$ cat src/rtl/sync_fifo_flags.sv
// Single-clock FIFO with programmable almost-full/empty levels, occupancy count and sticky error flags.
// Latency: standard mode 1 cycle from accepted read to dataOut; FWFT mode shows the head word 1 cycle after its write.
// Backpressure: writes while full and reads while empty are dropped and latch overflowOut/underflowOut.
module sync_fifo_flags #(
  parameter int dataWidth = 8,
  parameter int addrWidth = 3,
  parameter bit fwftMode  = 1'b0
) (
  input  logic                 clkIn,
  input  logic                 rstIn,
  input  logic [dataWidth-1:0] dataIn,
  input  logic                 writeEnableIn,
  input  logic                 readEnableIn,
  input  logic [addrWidth:0]   almostFullLevelIn,
  input  logic [addrWidth:0]   almostEmptyLevelIn,
  input  logic                 errClearIn,
  output logic [dataWidth-1:0] dataOut,
  output logic                 dataValidOut,
  output logic                 fifoFullOut,
  output logic                 fifoEmptyOut,
  output logic                 almostFullOut,
  output logic                 almostEmptyOut,
  output logic [addrWidth:0]   countOut,
  output logic                 overflowOut,
  output logic                 underflowOut
);

  localparam int depth = 1 << addrWidth;
  localparam logic [addrWidth:0] depthCount = {1'b1, {addrWidth{1'b0}}};
  localparam logic [addrWidth:0] oneCount   = {{addrWidth{1'b0}}, 1'b1};

  logic [dataWidth-1:0] mem [depth];
  logic [addrWidth:0]   wrPtr;
  logic [addrWidth:0]   rdPtr;
  logic [addrWidth:0]   count;
  logic                 wrAccept;
  logic                 rdAccept;
  logic                 wrReject;
  logic                 rdReject;

  // Flags decode only from the count register, never from the enables.
  assign fifoFullOut    = (count == depthCount);
  assign fifoEmptyOut   = (count == '0);
  assign almostFullOut  = (count >= almostFullLevelIn);
  assign almostEmptyOut = (count <= almostEmptyLevelIn);
  assign countOut       = count;

  assign wrAccept = writeEnableIn & ~fifoFullOut;
  assign wrReject = writeEnableIn &  fifoFullOut;
  assign rdAccept = readEnableIn  & ~fifoEmptyOut;
  assign rdReject = readEnableIn  &  fifoEmptyOut;

  // Storage array is not reset; writes are suppressed while reset is asserted.
  always_ff @(posedge clkIn) begin
    if (rstIn && wrAccept) begin
      mem[wrPtr[addrWidth-1:0]] <= dataIn;
    end
  end

  // Pointers wrap modulo 2^(addrWidth+1); count tracks net accepted writes minus reads.
  always_ff @(posedge clkIn) begin
    if (!rstIn) begin
      wrPtr <= '0;
      rdPtr <= '0;
      count <= '0;
    end else begin
      if (wrAccept) wrPtr <= wrPtr + oneCount;
      if (rdAccept) rdPtr <= rdPtr + oneCount;
      case ({wrAccept, rdAccept})
        2'b10:   count <= count + oneCount;
        2'b01:   count <= count - oneCount;
        default: count <= count;
      endcase
    end
  end

  // Sticky error flags; a new rejection in the clear cycle keeps the flag set.
  always_ff @(posedge clkIn) begin
    if (!rstIn) begin
      overflowOut  <= 1'b0;
      underflowOut <= 1'b0;
    end else begin
      overflowOut  <= wrReject | (overflowOut  & ~errClearIn);
      underflowOut <= rdReject | (underflowOut & ~errClearIn);
    end
  end

  generate
    if (fwftMode) begin : gFwft
      // Head word is presented directly; masked to zero when empty so reset state reads as 0.
      assign dataValidOut = ~fifoEmptyOut;
      assign dataOut      = fifoEmptyOut ? '0 : mem[rdPtr[addrWidth-1:0]];
    end else begin : gStd
      logic [dataWidth-1:0] dataReg;
      logic                 validReg;

      // Registered read: one-cycle valid pulse per accepted read, data held otherwise.
      always_ff @(posedge clkIn) begin
        if (!rstIn) begin
          dataReg  <= '0;
          validReg <= 1'b0;
        end else if (rdAccept) begin
          dataReg  <= mem[rdPtr[addrWidth-1:0]];
          validReg <= 1'b1;
        end else begin
          validReg <= 1'b0;
        end
      end

      assign dataOut      = dataReg;
      assign dataValidOut = validReg;
    end
  endgenerate

endmodule

$ cat config.mk
export PLATFORM = sky130hd
export DESIGN_NAME = sync_fifo_flags
export DESIGN_NICKNAME = d
export VERILOG_FILES = /design/src/rtl/sync_fifo_flags.sv
export SDC_FILE = /design/constraint.sdc
export NUM_CORES = 1
export LEC_CHECK = 0
export CAP_MARGIN = 20
export CORE_MARGIN = 2
export CORE_UTILIZATION = 48
export DETAILED_ROUTE_END_ITERATION = 6
export GPL_ROUTABILITY_DRIVEN = 0
export GPL_TIMING_DRIVEN = 0
export PLACE_DENSITY = 0.73
export SLEW_MARGIN = 20
export SYNTH_ARGS = -nofsm -noshare
export SYNTH_HDL_FRONTEND = slang
export SYNTH_SLANG_ARGS = --single-unit
$ cat constraint.sdc
create_clock -name clkIn -period 2.32 [get_ports clkIn]
set_input_delay 0.464 -clock clkIn [delete_from_list [all_inputs] [get_ports clkIn]]
set_output_delay 0.464 -clock clkIn [all_outputs]
set_load 0.05 [all_outputs]
# Yosys cells after proc, flatten, opt, wreduce, memory -nomap -nowiden
# Memories as Yosys holds them, arrays and structs flattened. A register that Yosys moved wholly into a read port is not among the register bits.
# Cells that the tools add are included.
# totals
register_bits,15
ram_bits,64
output_inout_bits,19
memories,1
# memory_table
name,words,width,read_ports,rd_ports_with_merged_regs,write_ports,line,source
mem,8,8,1,1,1,32,logic [dataWidth-1:0] mem [depth];
# classes
addsub,4
magnitude_cmp,2
n_eq_ne,3
muxes,4
bitwise_logic,11
reduce_logical,4
# op_table
cell,count
$add 4x1->4 const B,3
$pmux 4 s2,1
$and 1x1->1,6
$eq 4x4->1 const B,1
$ge 4x4->1,1
$le 4x4->1,1
$logic_not 4->1,1
$sub 4x1->4 const B,1
$mux 1,3
$not 1->1,3
$eq 2x1->1 const B,1
$eq 2x2->1 const B,1
$or 1x1->1,2
$reduce_bool 2->1,1
$logic_and 1x1->1,1
$logic_not 1->1,1

# Longest topological paths before layout
# logic_depth
ltp_word,6
ltp_mapped,10

# Least setup slack after synthesis
# OpenSTA, ideal clock, no wires.
# synth_timing
kind,flip-flop to output port
from,reg count[1] (netlist: countOut[1])
to,out almostEmptyOut
arrival_ns,2.526
required_ns,1.856
slack_ns,-0.670
stages_incl_launch_ff,6
cell_sequence,dfxtp_1 > ha_1 > nor2b_1 > o21a_1 > o21a_1 > o21ai_0
# synth_via
elab_chain_cells,1
# synth_rtl
element,line,source
"start, declared",35,logic [addrWidth:0] count;
"start signal, assigned",70,2'b10: count <= count + oneCount;
"start signal, assigned",71,2'b01: count <= count - oneCount;
"start signal, assigned",72,default: count <= count;
$le 4x4->1,45,assign almostEmptyOut = (count <= almostEmptyLevelIn);
"end, declared",22,"output logic almostEmptyOut,"
# Every way passes these cells.

# Worst setup path after layout
# layout_timing
from,reg count[1] (netlist: countOut[1])
to,reg count[2] (netlist: countOut[2])
# layout_via
elab_chain_cells,5
word_cells_on_any_way,12
# layout_rtl
element,line,source
$eq 4x4->1 / $logic_not 4->1 (equally long branches),"42, 43",
$not 1->1 (on tied branches),"48, 50",
$and 1x1->1 (on tied branches),"48, 50",
$eq 2x1->1 / $eq 2x2->1 (equally long branches),69,"case ({wrAccept, rdAccept})"
$pmux 4 s2 / $reduce_bool 2->1 (equally long branches),--,
# Several ways; a longest one is shown, not always the timed one.
# A chain may end at the register's enable or synchronous reset.

==> impl_table.tex <==
\begin{tabular}{lr}
\hline
Metric & Value \\
\hline
\multicolumn{2}{l}{\textbf{Outcome}} \\
Result of the run & complete, but fails checks \\
Failing checks & negative setup slack \\
\multicolumn{2}{l}{\textbf{Routing}} \\
Via total after detailed routing & 2031 \\
Routed wire per std cell & 17.42 um \\
First-iteration detailed-routing DRC count & 110 \\
Number of routed nets with antenna violations & 0 \\
Total wire length & 6777 um \\
1st-pass router iterations & 4 \\
Post-detailed-route via-to-cell ratio & 5.221 \\
Final routed DRC violation total & 0 \\
\multicolumn{2}{l}{\textbf{Floorplan}} \\
Die outline area & 8150 um\^{}2 \\
Starting Density & 0.4953 \\
Placeable core region & 7214 um\^{}2 \\
Die width & 90.28 um \\
Number of cell rows & 31 \\
Number of top-level design ports & 40 \\
Vertical extent of the die & 90.28 um \\
\multicolumn{2}{l}{\textbf{Clock network}} \\
Maximum level of the CTS H-tree & 3 \\
Maximum count of clock buffers along a single path & 2 \\
Clock net sink count & 85 \\
Num CTS Buffers & 9 \\
Count of hold buffers inserted by post-cts repair & 0 \\
CTS Root Buffer Type & sky130\_fd\_sc\_hd\_\_clkbuf\_8 \\
Clock-pin slew on the worst setup and hold paths & 0.08 ns \\
Clock insertion delay at the later pin of the skew report & 0.35 ns \\
TritonCTS clock tree & built \\
\multicolumn{2}{l}{\textbf{Setup path}} \\
Register-to-Register Setup Slack & -0.03 ns \\
Required time at the endpoint of the critical path & 2.60 ns \\
Kind of end point of the critical path & register \\
Arrival time of the worst setup path & 2.63 ns \\
Critical path startpoint category & register \\
Crit Path Category & register to register \\
CP max FO & 8 \\
\multicolumn{2}{l}{\textbf{Synth}} \\
Flip-flop and latch count after synthesis & 85 \\
Syn Inst Count & 226 \\
Top-area cell type share of the netlist area & 0.5378 \\
Leading cell types by total area after synthesis & sky130\_fd\_sc\_hd\_\_edfxtp\_1, sky130\_fd\_sc\_hd\_\_dfxtp\_1, sky130\_fd\_sc\_hd\_\_mux4\_2 \\
Synth unique cells & 38 \\
Commonest cells in the netlist & sky130\_fd\_sc\_hd\_\_edfxtp\_1, sky130\_fd\_sc\_hd\_\_dfxtp\_1, sky130\_fd\_sc\_hd\_\_mux4\_2 \\
Async S/R FF share, synth & 0 \\
Top cell type by total area after synthesis & sky130\_fd\_sc\_hd\_\_edfxtp\_1 \\
Synth Net Count & 260 \\
Synthesized area per cell & 15.81 um\^{}2 \\
Proportion of synthesized chip area in sequential cells & 0.6555 \\
Most instantiated library cell after synthesis & sky130\_fd\_sc\_hd\_\_edfxtp\_1 \\
EDFF count, synth & 64 \\
Yosys synthesis warning count & 0 \\
Cell area after synthesis & 3573 um\^{}2 \\
Post-synth top flop & sky130\_fd\_sc\_hd\_\_edfxtp\_1 \\
\multicolumn{2}{l}{\textbf{STA}} \\
Number of slew-limit violations in the final report & 0 \\
Fmax achieved & 424.9 MHz \\
Post-route worst setup slack & -0.03334 ns \\
Relative slew slack & 0.4184 \\
Worst Hold Slack & 0.5131 ns \\
Period utilisation layout & 1.014 \\
Minimum clock period & 2.353 ns \\
Skew final & 0.007119 ns \\
Final Hold Violating Endpoints & 0 \\
Unrepaired setup endpoints after global routing & true \\
Final setup violation count & 2 \\
Transition time at the pin with the least slew margin & 0.8677 ns \\
\multicolumn{2}{l}{\textbf{Global route}} \\
Overall track demand over capacity in global routing & 0.1777 \\
Wire length of the first global-routing pass & 10870 um \\
Total congestion overflow & 0 \\
Number of antenna violations at the first check in global routing & 0 \\
Maximum number of pins on one net before global-route repair & 17 \\
Number of global-route vias before repair & 2051 \\
\multicolumn{2}{l}{\textbf{Finish}} \\
Net count reported at finish & 319 \\
Final Instance Area & 4488 um\^{}2 \\
Storage cell area & 2355 um\^{}2 \\
Antenna cells & 0 \\
Multi-input combinational cell area & 1252 um\^{}2 \\
Layout filler cell count & 569 \\
Layout cells sized above 1 & 0.2759 \\
Synth-to-layout area growth & 25.60\% \\
\multicolumn{2}{l}{\textbf{Worst hold path}} \\
Hold Crit Class & register to register \\
\multicolumn{2}{l}{\textbf{Placement}} \\
Placed cell area & 4163 um\^{}2 \\
Detail Placement HPWL & 4383 um \\
Port-buffer cells & 39 \\
\multicolumn{2}{l}{\textbf{Pwr}} \\
Leakage power & 1.576 nW \\
Total power per unit cell area & 1074 nW/um\^{}2 \\
Max IR drop VDD & 498.5 uV \\
\multicolumn{2}{l}{\textbf{Job}} \\
Number of maximum-capacitance constraint violations & 0 \\
\hline
\end{tabular}
==> metal layers <==
metal | up-vias | wire length [um] | GRT usage
met5 | - | 0 | 0
met4 | 0 | 60 | 0.05641
met3 | 6 | 324 | 0.04591
met2 | 48 | 3367 | 0.2870
met1 | 998 | 3026 | 0.2383
li1 | 979 | - | -
==> final timing paths <==
kind                     from          end  cells past startpoint
setup / recovery  countOut[1]  countOut[2]                     10
setup reg to reg  countOut[1]  countOut[2]                     10
hold reg to reg      wrPtr[0]     wrPtr[0]                      2
hold / removal       wrPtr[0]     wrPtr[0]                      2
==> layout by cell type (no fill, tap or decap), types with 5 or more instances in the layout <==
cell                              Yosys  final
sky130_fd_sc_hd__and2_1               5      5
sky130_fd_sc_hd__buf_4                2     12
sky130_fd_sc_hd__buf_6                4      5
sky130_fd_sc_hd__clkbuf_8             0      9
sky130_fd_sc_hd__clkdlybuf4s50_1      0     32
sky130_fd_sc_hd__dfxtp_1             21     17
sky130_fd_sc_hd__edfxtp_1            64     64
sky130_fd_sc_hd__ha_1                13      8
sky130_fd_sc_hd__inv_1                8      7
sky130_fd_sc_hd__mux4_2              14     14
sky130_fd_sc_hd__nand2_1              7      6
sky130_fd_sc_hd__nor2_1              12      9
sky130_fd_sc_hd__nor2b_1             10     10
sky130_fd_sc_hd__o21ai_0             10      9
sky130_fd_sc_hd__o22ai_1              8      8
==> cell families after synthesis <==
| logic type | after synthesis | share of synthesized area |
|---|---|---|
| AOI/OAI and AO/OA | 33 | 0.06268 |
| xor gates and xnor gates | 6 | 0.01471 |
| adders and majority gates | 13 | 0.04552 |
| buffers and inverters | 17 | 0.02941 |
| DFF | 85 | 0.6555 |
| muxes | 19 | 0.1113 |
| and+or+nand+nor | 53 | 0.08089 |
==> through the flow <==
step                total power, mW    util  std cells  setup WS [ns]  setup TNS, ns
CTS                           4.779  0.6094        383       -0.08317        -0.1020
global route                  5.055  0.6221        389        -0.1253        -0.2684
detailed placement            3.690  0.5770        366        -0.7772         -15.08
floorplan                     3.172       -        226       -0.05854       -0.05854
global placement              3.659  0.5721        364        -0.8419         -31.52
finish                        4.818  0.6221        389       -0.03334       -0.04131
==> flip-flops by register name, summed over array words and instances (netlist names) <==
register and count:
dataOut 8, wrPtr 3, mem 64, countOut 4, underflowOut 1, dataValidOut 1
overflowOut 1, rdPtr 3
==> critical path, stage by stage (launching register included) <==
cell	delay, ns
sky130_fd_sc_hd__dfxtp_4	0.36
sky130_fd_sc_hd__buf_6	0.14
sky130_fd_sc_hd__or4b_4	0.59
sky130_fd_sc_hd__nand2_4	0.12
sky130_fd_sc_hd__ha_4	0.16
sky130_fd_sc_hd__xor2_2	0.12
sky130_fd_sc_hd__ha_2	0.18
sky130_fd_sc_hd__a21oi_2	0.04
sky130_fd_sc_hd__xor2_1	0.14
sky130_fd_sc_hd__or3_1	0.32
sky130_fd_sc_hd__a21boi_1	0.12
==> timing repair <==
action	4_1_cts	5_1_grt
endpoints found under the setup margin	22	4
pin swaps	8	11
gates resized for setup	30	10
buffers inserted	1	7
==> power by group <==
part           internal [mW]  switching, mW  leakage [nW]
Sequential              1.80          0.134         0.753
Clock                  0.511          0.535        0.0992
Combinational          0.772           1.07         0.724
Total                   3.08           1.74          1.58
==> layout make-up <==
class,count,area share
plain buffers,8,0.01422
flip-flops and latches,85,0.5247
repair buffers,49,0.1029
well taps,99,0.02760
clock buffers,10,0.02844
inverters,8,0.007248
multi-input cells,124,0.2791
clock inverters,6,0.01589
Power figures use the tool's default switching activity.
